--- src/rtl/pipeline_pkg.sv ---
// Shared encodings, FSM state type and in-flight tracker entry used by the
// hazard controller and its tracker.
package pipeline_pkg;

    localparam logic [5:0] SEL_REGFILE = 6'b000001;
    localparam logic [5:0] SEL_EX      = 6'b000010;
    localparam logic [5:0] SEL_EXMEM   = 6'b000100;
    localparam logic [5:0] SEL_MEMWB   = 6'b001000;
    localparam logic [5:0] SEL_IMM     = 6'b100000;

    localparam int TRK_DEPTH = 3;

    typedef enum logic [1:0] {
        ST_RUN        = 2'd0,
        ST_LOAD_STALL = 2'd1,
        ST_MEM_WAIT   = 2'd2
    } state_e;

    typedef struct packed {
        logic       valid;
        logic [4:0] dest;
        logic       is_load;
    } trk_entry_t;

endpackage

--- src/rtl/inflight_tracker.sv ---
// Three-entry EX/MEM/WB destination tracker with youngest-first operand
// matching; index 0 is EX, 1 is MEM, 2 is WB.
module inflight_tracker
    import pipeline_pkg::*;
(
    input  logic       clock,
    input  logic       reset,
    input  logic       freeze_i,
    input  trk_entry_t ex_new_i,
    input  logic [4:0] src_hi_i,
    input  logic [4:0] src_lo_i,
    output logic [4:0] sel_hi_o,
    output logic [4:0] sel_lo_o,
    output logic       ld_hit_hi_o,
    output logic       ld_hit_lo_o
);

    trk_entry_t [TRK_DEPTH-1:0] trk_q;

    // Returns {load_hit, one-hot select}; a load still in EX or MEM has no
    // data yet, so it blocks forwarding and flags a load-use hit instead.
    function automatic logic [5:0] resolve(input trk_entry_t [TRK_DEPTH-1:0] trk,
                                           input logic [4:0] src);
        logic [4:0] sel;
        logic       ld_hit;
        sel    = SEL_REGFILE[4:0];
        ld_hit = 1'b0;
        for (int k = TRK_DEPTH - 1; k >= 0; k--) begin
            if (trk[k].valid && (trk[k].dest == src)) begin
                if (trk[k].is_load && (k != TRK_DEPTH - 1)) begin
                    sel    = SEL_REGFILE[4:0];
                    ld_hit = 1'b1;
                end else begin
                    sel = SEL_EX[4:0] << k;
                end
            end
        end
        return {ld_hit, sel};
    endfunction

    always_comb begin
        {ld_hit_hi_o, sel_hi_o} = resolve(trk_q, src_hi_i);
        {ld_hit_lo_o, sel_lo_o} = resolve(trk_q, src_lo_i);
    end

    always_ff @(posedge clock) begin
        if (reset) begin
            for (int k = 0; k < TRK_DEPTH; k++) begin
                trk_q[k].valid <= 1'b0;
            end
        end else if (!freeze_i) begin
            trk_q <= {trk_q[TRK_DEPTH-2:0], ex_new_i};
        end
    end

endmodule

--- src/rtl/pipeline_hazard_controller.sv ---
// Forwarding-select, load-use stall and memory-wait freeze control for a
// five-stage pipeline; the FSM lives here, operand matching in the tracker.
module pipeline_hazard_controller
    import pipeline_pkg::*;
(
    input  logic       clock,
    input  logic       reset,
    input  logic       dec_valid,
    input  logic [4:0] dec_addr_low,
    input  logic [4:0] dec_addr_high,
    input  logic       dec_writes,
    input  logic       dec_is_load,
    input  logic       dec_use_imm,
    input  logic       mem_ready,
    input  logic       flush,
    output logic [4:0] alu_top_sel,
    output logic [5:0] alu_bot_sel,
    output logic       stall_req,
    output logic       bubble_insert,
    output logic       freeze
);

    state_e     state_q, state_d;
    state_e     ret_q, ret_d;
    state_e     cur_state;
    logic       flush_pend_q, flush_pend_d;
    logic       flush_eff;
    logic       hazard;
    logic [4:0] sel_hi, sel_lo;
    logic       ld_hit_hi, ld_hit_lo;
    trk_entry_t ex_new;

    // A flush seen while memory held the pipeline is replayed on the exit cycle
    assign flush_eff = flush | flush_pend_q;
    assign hazard    = dec_valid & (ld_hit_hi | (ld_hit_lo & ~dec_use_imm));

    inflight_tracker u_tracker (
        .clock       (clock),
        .reset       (reset),
        .freeze_i    (freeze),
        .ex_new_i    (ex_new),
        .src_hi_i    (dec_addr_high),
        .src_lo_i    (dec_addr_low),
        .sel_hi_o    (sel_hi),
        .sel_lo_o    (sel_lo),
        .ld_hit_hi_o (ld_hit_hi),
        .ld_hit_lo_o (ld_hit_lo)
    );

    always_comb begin
        freeze        = 1'b0;
        stall_req     = 1'b0;
        bubble_insert = 1'b0;
        if (!reset) begin
            if (!mem_ready) begin
                freeze    = 1'b1;
                stall_req = 1'b1;
            end else if (!flush_eff) begin
                stall_req     = hazard;
                bubble_insert = hazard;
            end
        end
    end

    always_comb begin
        ex_new.valid   = dec_valid & dec_writes & ~stall_req & ~flush_eff;
        ex_new.dest    = dec_addr_low;
        ex_new.is_load = dec_is_load;
    end

    always_comb begin
        alu_top_sel = SEL_REGFILE[4:0];
        alu_bot_sel = SEL_REGFILE;
        if (dec_valid) begin
            alu_top_sel = sel_hi;
            alu_bot_sel = dec_use_imm ? SEL_IMM : {1'b0, sel_lo};
        end
    end

    always_comb begin
        state_d      = state_q;
        ret_d        = ret_q;
        flush_pend_d = 1'b0;
        cur_state    = (state_q == ST_MEM_WAIT) ? ret_q : state_q;
        if (!mem_ready) begin
            state_d      = ST_MEM_WAIT;
            flush_pend_d = flush_pend_q | flush;
            if (state_q != ST_MEM_WAIT) begin
                ret_d = state_q;
            end
        end else if (flush_eff) begin
            state_d = ST_RUN;
        end else begin
            case (cur_state)
                ST_RUN:        state_d = hazard ? ST_LOAD_STALL : ST_RUN;
                ST_LOAD_STALL: state_d = hazard ? ST_LOAD_STALL : ST_RUN;
                default:       state_d = ST_RUN;
            endcase
        end
    end

    always_ff @(posedge clock) begin
        if (reset) begin
            state_q      <= ST_RUN;
            ret_q        <= ST_RUN;
            flush_pend_q <= 1'b0;
        end else begin
            state_q      <= state_d;
            ret_q        <= ret_d;
            flush_pend_q <= flush_pend_d;
        end
    end

endmodule

--- config.mk ---
export PLATFORM = sky130hd
export DESIGN_NAME = pipeline_hazard_controller
export DESIGN_NICKNAME = d
export VERILOG_FILES = /design/src/rtl/pipeline_pkg.sv /design/src/rtl/inflight_tracker.sv /design/src/rtl/pipeline_hazard_controller.sv
export SDC_FILE = /design/constraint.sdc
export NUM_CORES = 1
export LEC_CHECK = 0
export ABC_AREA = 1
export CELL_PAD_IN_SITES_DETAIL_PLACEMENT = 1
export CELL_PAD_IN_SITES_GLOBAL_PLACEMENT = 1
export CORE_MARGIN = 2
export CORE_UTILIZATION = 37
export CTS_CLUSTER_SIZE = 28
export DETAILED_ROUTE_END_ITERATION = 8
export HOLD_SLACK_MARGIN = 0.06
export PLACE_DENSITY_LB_ADDON = 0.1
export SKIP_CTS_REPAIR_TIMING = 1
export SLEW_MARGIN = 20
export SYNTH_ARGS = -nofsm -noshare
export SYNTH_HDL_FRONTEND = slang
export SYNTH_SLANG_ARGS = --single-unit
--- constraint.sdc ---
create_clock -name clock -period 4.25 [get_ports clock]
set_clock_uncertainty 0.15 [all_clocks]
set_input_delay 0.6375 -clock clock [delete_from_list [all_inputs] [get_ports clock]]
set_output_delay 0.6375 -clock clock [all_outputs]
set_load 0.02 [all_outputs]
==> summary.md <==
| Metric | Value |
|---|---|
| Outcome | `complete, no violations` |
| Per-cell routed wire length | `13.9 µm` |
| Clock Sinks | `21` |
| 1st-iter DRT viols | `52` |
| Post-synth EDFFs | `17` |
| Worst VDD drop | `~0.11 mV` |
| Max Fclk | `about 0.28 GHz` |
| Clock slew at reported path FFs | `about 0.13 ns` |
| Vias in the first global route | `approximately 1300` |
| Routed wire length | `~3.6 mm` |
| Largest net degree at the start of global routing | `20` |
| Layout Nets | `about 230` |
| Largest family of logic cells by synthesized area | `simple AND/OR/NAND/NOR gates` |
| Asr flop ratio synth | `0` |
| Adder and majority gate portion of the synthesized area | `0` |
| CTS Buf Count | `3` |
| Latest clock arrival within the worst-skew pair | `approximately 0.32 ns` |
| Top FF cell, synth | `edfxtp_1` |
| Die W | `63.3 µm` |
| Synth top area share | `0.393` |
| Ports | `32` |
| Core area | `3360 µm²` |
| WHS Path Cells | `2` |
| Static Leakage | `slightly above 0.7 nW` |
| Worst Hold Class | `reg2reg` |
| Share of cells above drive strength 1 | `0.0802` |
| Synth Instances | `between 150 and 200` |
| Final Core Density | `0.497` |
| Post-synthesis mux area share | `0` |
| Slew Viols, Final | `0` |
| Final setup vio count | `0` |
| Worst R2R Path Depth | `10` |
| Net Sw Frac | `0.279` |
| Final ANT Viol Nets | `0` |
| Critical Path Start Type | `input port` |
| Antenna violations before repair | `0` |
| Reg2reg setup slack | `~2.6 ns` |
| Final hold viol count | `0` |
| Antenna Cells | `0` |
| H-Tree Depth | `1` |
| Placer Congestion | `0.877` |
| Flops & latches, synth | `21` |
| Crit path DAT | `2.75 ns` |
| Worst flop-to-flop path startpoint | `u_tracker.trk_q[4]$_DFFE_PP_` |
| P_sw | `around 120 µW` |
| Synth Area in Compound Gates | `0.0751` |
| Worst Hold Launch | `flush_pend_q$_SDFF_PN0_` |
| Total Neg Setup Slack | `0 ns` |
| CP bufs+invs | `3` |
| Cell Pwr Density | `about 250 nW/µm²` |
| Fillers | `467` |
| Crit path top cell by count | `nand2_1` |
| Detailed Routing Iterations Pass 1 | `4` |
| Netlist Area Pre-Place | `between 1000 and 1500 µm²` |
| Area delta synth->final | `28.5%` |
| XOR/XNOR share of the synthesized area | `0.0337` |
| Detailed placer's ending HPWL | `2.92 mm` |
| Synth cell count leaders | `54 x nand2_1, 26 x nor2_1, 24 x inv_1` |
| Part of the power in registers | `0.575` |
| Tcrit/Tclk final | `0.831` |
| Top delay family on crit path | `buffers and inverters` |
| Comb power frac | `0.179` |
| Seq/Total Area, Yosys | `0.454` |
| CTS tree | `done` |
| Drc violations | `0` |
| Clk pwr share | `0.246` |
| Initial core utilization | `0.387` |
| Vias | `1229` |
| Element type at the critical path end | `primary output` |
| Synth unique cells | `27` |
| Mapped Avg Cell Area | `about 7.3 µm²` |
| Worst hold endpoint | `flush_pend_q$_SDFF_PN0_` |
| Die Y | `approximately 63 µm` |
| Die area | `between 4000 and 5000 µm²` |
| CTS Buffer Depth | `2` |
| Vias per cell | `4.76` |
| Port bufs | `29` |
| Most frequent cell after synthesis | `nand2_1` |
| WS Path Type | `in2out` |
| Fin crit period | `roughly 3.5 ns` |
| Synth area leaders | `edfxtp_1 39%, nand2_1 16%, nor2_1 7.5%` |
| RSZ-0062 raised after global routing | `false` |
| Crit-path slowest cell | `clkdlybuf4s50_1` |
| Pint | `300 µW` |
| Required @ worst endpoint | `around 3.5 ns` |
| Reg2reg end | `u_tracker.trk_q[6]$_SDFFE_PP0N_` |
| Global-route wire length before repair | `6.18 mm` |
| Site row count | `21` |
| Grt ovf | `0` |
| Max incr delay on CP | `about 0.62 ns` |
| Crit Path Max Fanout | `6` |
| Post-synthesis simple-gate area fraction | `0.333` |
| Global-route usage over all layers | `0.199` |
| Cells along the critical path | `clkdlybuf4s50_1, inv_2, nand2_1, o21ai_1, nor2_1, nand3_1, nand2_1, nand2_1, nand2_1, nand2_1, nor2_1, clkdlybuf4s50_1` |
| Root buffer cell | `clkbuf_4` |
| Max-cap violations | `0` |
| Synth Warn # | `0` |
| Largest area contributor in the netlist | `edfxtp_1` |
## worst reg2reg max path: cells and delay by family, from the launching register on
family / cells / cell delay, ns
DFF: 1 / 0.48
and+or+nand+nor: 9 / 0.75
AOI/OAI and AO/OA: 1 / 0.17
## state kept, by name (all words and copies together) (netlist names)
signal	cells
u_tracker.trk_q	20
flush_pend_q	1
## layout make-up
class	count	area, µm²	area share
clock buffers	4	26.3	0.0157
inverters	31	116	0.0697
flip-flops and latches	21	591	0.354
well taps	46	57.6	0.0345
multi-input cells	126	582	0.348
repair buffers	30	298	0.178
## power groups by stage
stage	logic (mW)	clock network, mW	registers, mW
after floorplan	0.0400	0	0.241
after global placement	0.0730	0	0.244
after detailed placement	0.0747	0	0.244
after CTS	0.0752	0.106	0.239
after global routing	0.0835	0.113	0.241
final	0.0745	0.102	0.239
## kinds of logic (layout without fill, tap and decap cells)
| group | after synthesis | count (layout) |
|---|---|---|
| AO/OA/AOI/OAI | 17 | 17 |
| XOR/XNOR | 5 | 5 |
| buffers and inverters | 33 | 65 |
| flip-flops | 21 | 21 |
| other | 1 | 2 |
| AND/OR/NAND/NOR | 102 | 102 |
## per-stage QoR
stage	power, mW	instance area [µm²]	hold WS, ns	std cells	setup slack, ns
detailed placement	0.319	1640	0.308	254	0.693
global route	0.438	1670	0.364	258	0.488
CTS	0.421	1670	0.339	258	0.674
global placement	0.317	1640	0.304	254	0.758
floorplan	0.281	1300	0.287	180	1.83
finish	0.416	1670	0.335	258	0.717
## routing by layer
layer  track usage  up-vias  share of wire
li1              -      628              -
met1         0.244      577           0.45
met2         0.355       19           0.50
met3        0.0268        5          0.026
met4        0.0761        0          0.015
met5             0        -              0
## cell usage in the layout, fill, tap and decap left out, types with 2 or more instances in the layout
master            n
xnor2_1           3
nand3_1           9
nor2_2            3
clkbuf_4          3
xor2_1            2
nor2_1           26
o22ai_1           4
inv_1            24
clkdlybuf4s50_1  29
dfxtp_1           4
edfxtp_1         17
nand2_2           2
inv_2             6
nand2_1          54
conb_1            2
o21ai_1           6
a21oi_1           3
nand4_1           3
## worst max path at each step
stage,slack [ns],to,depth (start not counted),startpoint
final,0.72,bubble_insert,12,dec_addr_low[1]
after CTS,0.67,bubble_insert,12,dec_addr_low[1]
after floorplan,1.83,alu_top_sel[0],8,dec_addr_high[0]
after global placement,0.76,bubble_insert,12,dec_addr_low[1]
after global routing,0.49,bubble_insert,12,dec_addr_low[1]
after detailed placement,0.69,bubble_insert,12,dec_addr_low[1]
No activity file was read; power rests on OpenSTA's default activity.
==> RTL edit 1: new RTL, config.mk and constraints unchanged <==
The package constant `TRK_DEPTH` goes from 3 to 2.
--- a/src/rtl/pipeline_pkg.sv
+++ b/src/rtl/pipeline_pkg.sv
@@ -9,5 +9,5 @@
     localparam logic [5:0] SEL_IMM     = 6'b100000;
 
-    localparam int TRK_DEPTH = 3;
+    localparam int TRK_DEPTH = 2;
 
     typedef enum logic [1:0] {
Formal check against the unedited RTL: not equivalent (a bounded check fails within 4 cycles, from zero or initial values and one cycle with reset high).
==> RTL edit 1 against the original RTL <==
Non-clock buffer count is 3 lower. Critical path depth is 2 lower. Register-to-register slack better by 0.12 ns. Sequential share of layout area is 3.4 points lower. Power is 27% lower. Sequential cell count is 7 lower. Wire length is 32% lower. Largest cell class is now multi-input gates. Fmax is 7.5% higher. Cell count is 32% lower. Design area is 27% lower. Global-route usage is 0.80 points higher. Setup slack better by 0.25 ns. Synthesized area is 30% lower.
==> RTL edit 1: results (changes against the original RTL) <==
.. list-table::
   :header-rows: 1

   * - Metric
     - Value
   * - Top fanout value on the critical path
     - 4 (-2)
   * - Average size of a mapped cell
     - 7.68 um2 (+5.7%)
   * - Fraction of layout cells with a size suffix above 1
     - 0.108 (+0.0279)
   * - Count of placed standard cells including taps
     - 172 (-32%)
   * - Combinational group power
     - 0.0614 mW (-18%)
   * - Overall global routing resource usage
     - 0.207 (+0.00795)
   * - Cell types occupying the most area after synthesis
     - sky130_fd_sc_hd__edfxtp_1 (36%), sky130_fd_sc_hd__nand2_1 (10%), sky130_fd_sc_hd__inv_1 (8.3%)
   * - Number of I/O port buffers
     - 27 (-6.9%)
   * - Global-route wire length before repair
     - 4.16 mm (-33%)
   * - FF-to-FF setup slack
     - 2.76 ns (+0.12 ns)
   * - Number of enable flip-flop cells after synthesis
     - 11 (-6)
   * - Final HPWL from detailed placement
     - 2.00 mm (-31%)
   * - Part of the power in combinational logic
     - 0.201 (+0.022)
   * - Average via count per standard cell
     - 4.78 (+0.43%)
   * - Part of the Yosys area used for sequential elements
     - 0.431 (-0.0233)
   * - Number of global-route vias before repair
     - 917 (-31%)
   * - Switching power
     - 0.0884 mW (-24%)
   * - Clock-pin slew reported for the worst setup and hold paths after clock tree synthesis
     - 0.09 ns (-0.04 ns)
   * - Worst hold margin
     - 0.327 ns (-0.00767 ns)
   * - Met3 wire length
     - 111 um (+19%)
   * - Leakage dissipation
     - 0.529 nW (-27%)
   * - Routed WL
     - 2.44 mm (-32%)
   * - Power share of the clock group
     - 0.271 (+0.025)
   * - Number of design-rule violations left by the first detailed-router iteration
     - 6 (-88%)
   * - Post-detailed-route wirelength per cell
     - 13.8 um (-0.11%)
   * - Number of cells on the worst reg-to-reg path
     - 7 (-3)
   * - Worst supply voltage drop on vdd
     - 0.155 mV (+46%)
   * - Run status
     - finished, final reports clean
   * - Arrival time reported for the critical path endpoint
     - 2.50 ns (-0.25 ns)
   * - Pin count of the biggest net entering global routing
     - 14 (-30%)
   * - Largest regs
     - u_tracker.trk_q x13, flush_pend_q x1
   * - Met1 Resource Use GR
     - 0.253 (+0.00970)
   * - Post-Place Cell Area
     - 1190 um2 (-27%)
   * - Minimum setup slack after placement
     - 0.965 ns (+0.272 ns)
   * - Met3 Track Usage GR
     - 0.0339 (+0.00711)
   * - Wire length on met1
     - 1.06 mm (-35%)
   * - Routability cong.
     - 0.757 (-14%)
   * - Measured slew at the worst slew-check pin
     - about 0.67 ns
   * - Synth cell types
     - 23 (-15%)
   * - Metal2 WL
     - 1.21 mm (-33%)
   * - Most frequent cells after synthesis
     - sky130_fd_sc_hd__nand2_1 (25), sky130_fd_sc_hd__inv_1 (20), sky130_fd_sc_hd__nor2_1 (16)
   * - GR Util met2
     - 0.360 (+0.00503)
   * - Clock latency of the later-clocked register in the worst-skew pair
     - 0.29 ns (-0.03 ns)
[RTL edit 1: changes by cell type after synthesis, moves of 3 or more]
cell / unedited run / this run
sky130_fd_sc_hd__xor2_1: 2 / 5
sky130_fd_sc_hd__nand4_1: 3 / 0
sky130_fd_sc_hd__inv_1: 24 / 20
sky130_fd_sc_hd__nand3_1: 9 / 3
sky130_fd_sc_hd__inv_2: 6 / 1
sky130_fd_sc_hd__o21ai_1: 6 / 2
sky130_fd_sc_hd__nand2_1: 54 / 25
sky130_fd_sc_hd__o21ai_0: 1 / 8
sky130_fd_sc_hd__edfxtp_1: 17 / 11
sky130_fd_sc_hd__o22ai_1: 4 / 1
sky130_fd_sc_hd__nor3_1: 1 / 4
sky130_fd_sc_hd__nor2_1: 26 / 16
[RTL edit 1: cell type report]
cell class,instances,area (um2)
clock buffer,3,22.5
timing repair buffer,27,270
sequential,14,390
tap,28,35.0
inverter,21,78.8
fill,300,1030
multi-input combinational,82,420
clock inverter,1,3.75
[RTL edit 1: critical path: cells and delay by family]
kind	cells	cell delay [ns]
AO/OA/AOI/OAI	1	0.08
AND/OR/NAND/NOR	6	0.57
buffers and inverters	3	1.21
[RTL edit 1: cell families after synthesis]
group	synth area share
simple gates	0.300
other cells	0.00414
buf+inv	0.120
xor+xnor	0.0580
flops	0.431
compound gates	0.0870
[RTL edit 1: worst max path at each step]
stage	to	slack [ns]	start	depth (start not counted)
floorplan	alu_top_sel[0]	1.95	dec_addr_high[0]	6
global placement	bubble_insert	1.0	dec_addr_low[1]	10
detailed placement	bubble_insert	0.96	dec_addr_low[1]	10
CTS	bubble_insert	0.95	dec_addr_low[1]	10
global route	alu_bot_sel[2]	0.80	dec_addr_low[1]	10
finish	bubble_insert	0.97	dec_addr_low[1]	10
==> RTL edit 2: new RTL, config.mk and constraints unchanged <==
Made on the original files. Reset style: asynchronous (`reset`), changed in 2 clocked blocks.
--- a/src/rtl/inflight_tracker.sv
+++ b/src/rtl/inflight_tracker.sv
@@ -44,5 +44,5 @@
     end
 
-    always_ff @(posedge clock) begin
+    always_ff @(posedge clock or posedge reset) begin
         if (reset) begin
             for (int k = 0; k < TRK_DEPTH; k++) begin
--- a/src/rtl/pipeline_hazard_controller.sv
+++ b/src/rtl/pipeline_hazard_controller.sv
@@ -100,5 +100,5 @@
     end
 
-    always_ff @(posedge clock) begin
+    always_ff @(posedge clock or posedge reset) begin
         if (reset) begin
             state_q      <= ST_RUN;
Check against the original RTL: differs if reset is asserted again (counterexample within 4 cycles, from zero or initial values and one cycle with reset high); with reset held inactive, the same outputs for 4 cycles.
==> RTL edit 2 against the original RTL <==
Design area up 2.8%. Power increased by 1.4%. Largest cell class unchanged. Synthesized area grew 3.5%. Global-route usage increased by 0.24 points. Count of clock-buffer cells in the layout fell by 1. Wire length is 6.9% higher. Sequential cell count unchanged. Setup slack gained 0.067 ns. Sequential share of layout area rose by 0.21 points. Largest power group unchanged. Highest routed layer unchanged. Non-clock buffer count stayed put.
==> RTL edit 2: results (changes against the original RTL) <==
.. list-table::
   :header-rows: 1

   * - Metric
     - Value
   * - Run status
     - finished, final reports clean
   * - Pin count of the biggest net entering global routing
     - 13 (-35%)
   * - Fraction of layout cells with a size suffix above 1
     - 0.0913 (+0.0111)
   * - Part of the Yosys area used for sequential elements
     - 0.454 (about the same)
   * - Number of enable flip-flop cells after synthesis
     - 17 (unchanged)
   * - Post-detailed-route wirelength per cell
     - 14.4 um (+4.1%)
   * - Number of fill cells
     - 450 (-3.6%)
   * - Number of global-route vias before repair
     - 1385 (+4.1%)
   * - Worst hold margin
     - 0.357 ns (+0.0224 ns)
   * - Arrival time reported for the critical path endpoint
     - 2.68 ns (-0.07 ns)
   * - Final layout net count
     - 238 (+3.0%)
   * - Routability cong.
     - 0.857 (-2.3%)
   * - Number of design-rule violations left by the first detailed-router iteration
     - 76 (+46%)
   * - Synth cell types
     - 23 (-15%)
   * - Number of I/O port buffers
     - 29 (unchanged)
   * - Most frequent cells after synthesis
     - sky130_fd_sc_hd__nand2_1 (58), sky130_fd_sc_hd__inv_1 (29), sky130_fd_sc_hd__nor2_1 (23)
   * - Leakage dissipation
     - 0.782 nW (+8.6%)
   * - Final HPWL from detailed placement
     - 3.16 mm (+8.0%)
   * - FF-to-FF setup slack
     - 2.67 ns (+0.03 ns)
   * - Share of flip-flops with an asynchronous set or reset
     - 0.190 (+0.190)
   * - Cell types occupying the most area after synthesis
     - sky130_fd_sc_hd__edfxtp_1 (38%), sky130_fd_sc_hd__nand2_1 (16%), sky130_fd_sc_hd__inv_1 (8.1%)
   * - Overall global routing resource usage
     - 0.202 (+0.00239)
   * - Global-route wire length before repair
     - 6.38 mm (+3.1%)
   * - Top fanout value on the critical path
     - 4 (-2)
   * - Worst supply voltage drop on vdd
     - 0.127 mV (+20%)
   * - Worst-case setup margin in the final layout
     - 0.784 ns (+0.0666 ns)
[RTL edit 2: changes by cell type after synthesis, sizes merged, moves of 2 or more]
| cell | change |
|---|---|
| nand2 | +5 |
| inv | +3 |
| dfrtp | +4 |
| or2 | -2 |
| o22ai | -3 |
| o21ai | +4 |
| dfxtp | -4 |
| xnor2 | -2 |
[RTL edit 2: layout make-up]
type	instances	area [um2]	share of cell area
clock buffers	3	22.5	0.0131
well taps	46	57.6	0.0335
clock inverters	1	5.00	0.00292
repair buffers	30	298	0.173
inverters	33	124	0.0722
multi-input cells	131	599	0.349
flip-flops and latches	21	611	0.356
[RTL edit 2: power breakdown]
| group | switching, mW | internal [mW] | leakage [nW] |
|---|---|---|---|
| Sequential | 0.00865 | 0.233 | 0.213 |
| Clock | 0.0641 | 0.0352 | 0.0177 |
| Combinational | 0.0476 | 0.0330 | 0.552 |
[RTL edit 2: worst paths after layout]
path | cells past startpoint | from | end
min in group asynchronous | 2 | reset | flush_pend_q
max in group asynchronous | 2 | reset | u_tracker.trk_q[20]
max | 12 | dec_addr_low[1] | bubble_insert
min | 0 | u_tracker.trk_q[5] | u_tracker.trk_q[12]
min reg2reg | 0 | u_tracker.trk_q[5] | u_tracker.trk_q[12]
max reg2reg | 10 | u_tracker.trk_q[1] | u_tracker.trk_q[6]
[RTL edit 2: cells by family after synthesis]
kind of cell / share of synthesized area
and+or+nand+nor: 0.351
buffers and inverters: 0.103
DFF: 0.454
AOI/OAI and AO/OA: 0.0633
xor gates and xnor gates: 0.0261
other: 0.00279
[RTL edit 2: metal layers]
metal,wire length (um),global-route usage,vias up,share of wire
li1,-,-,649,-
met1,1790,0.254,627,0.47
met2,1880,0.355,19,0.49
met3,102,0.0246,4,0.027
met4,45,0.0691,0,0.012
met5,0,0,-,0
[RTL edit 2: stage by stage]
step                 util  instance area (um2)  cells
global placement    0.495                 1690    261
floorplan               -                 1350    187
finish              0.503                 1720    265
global route        0.503                 1720    265
detailed placement  0.495                 1690    261
CTS                 0.503                 1720    265
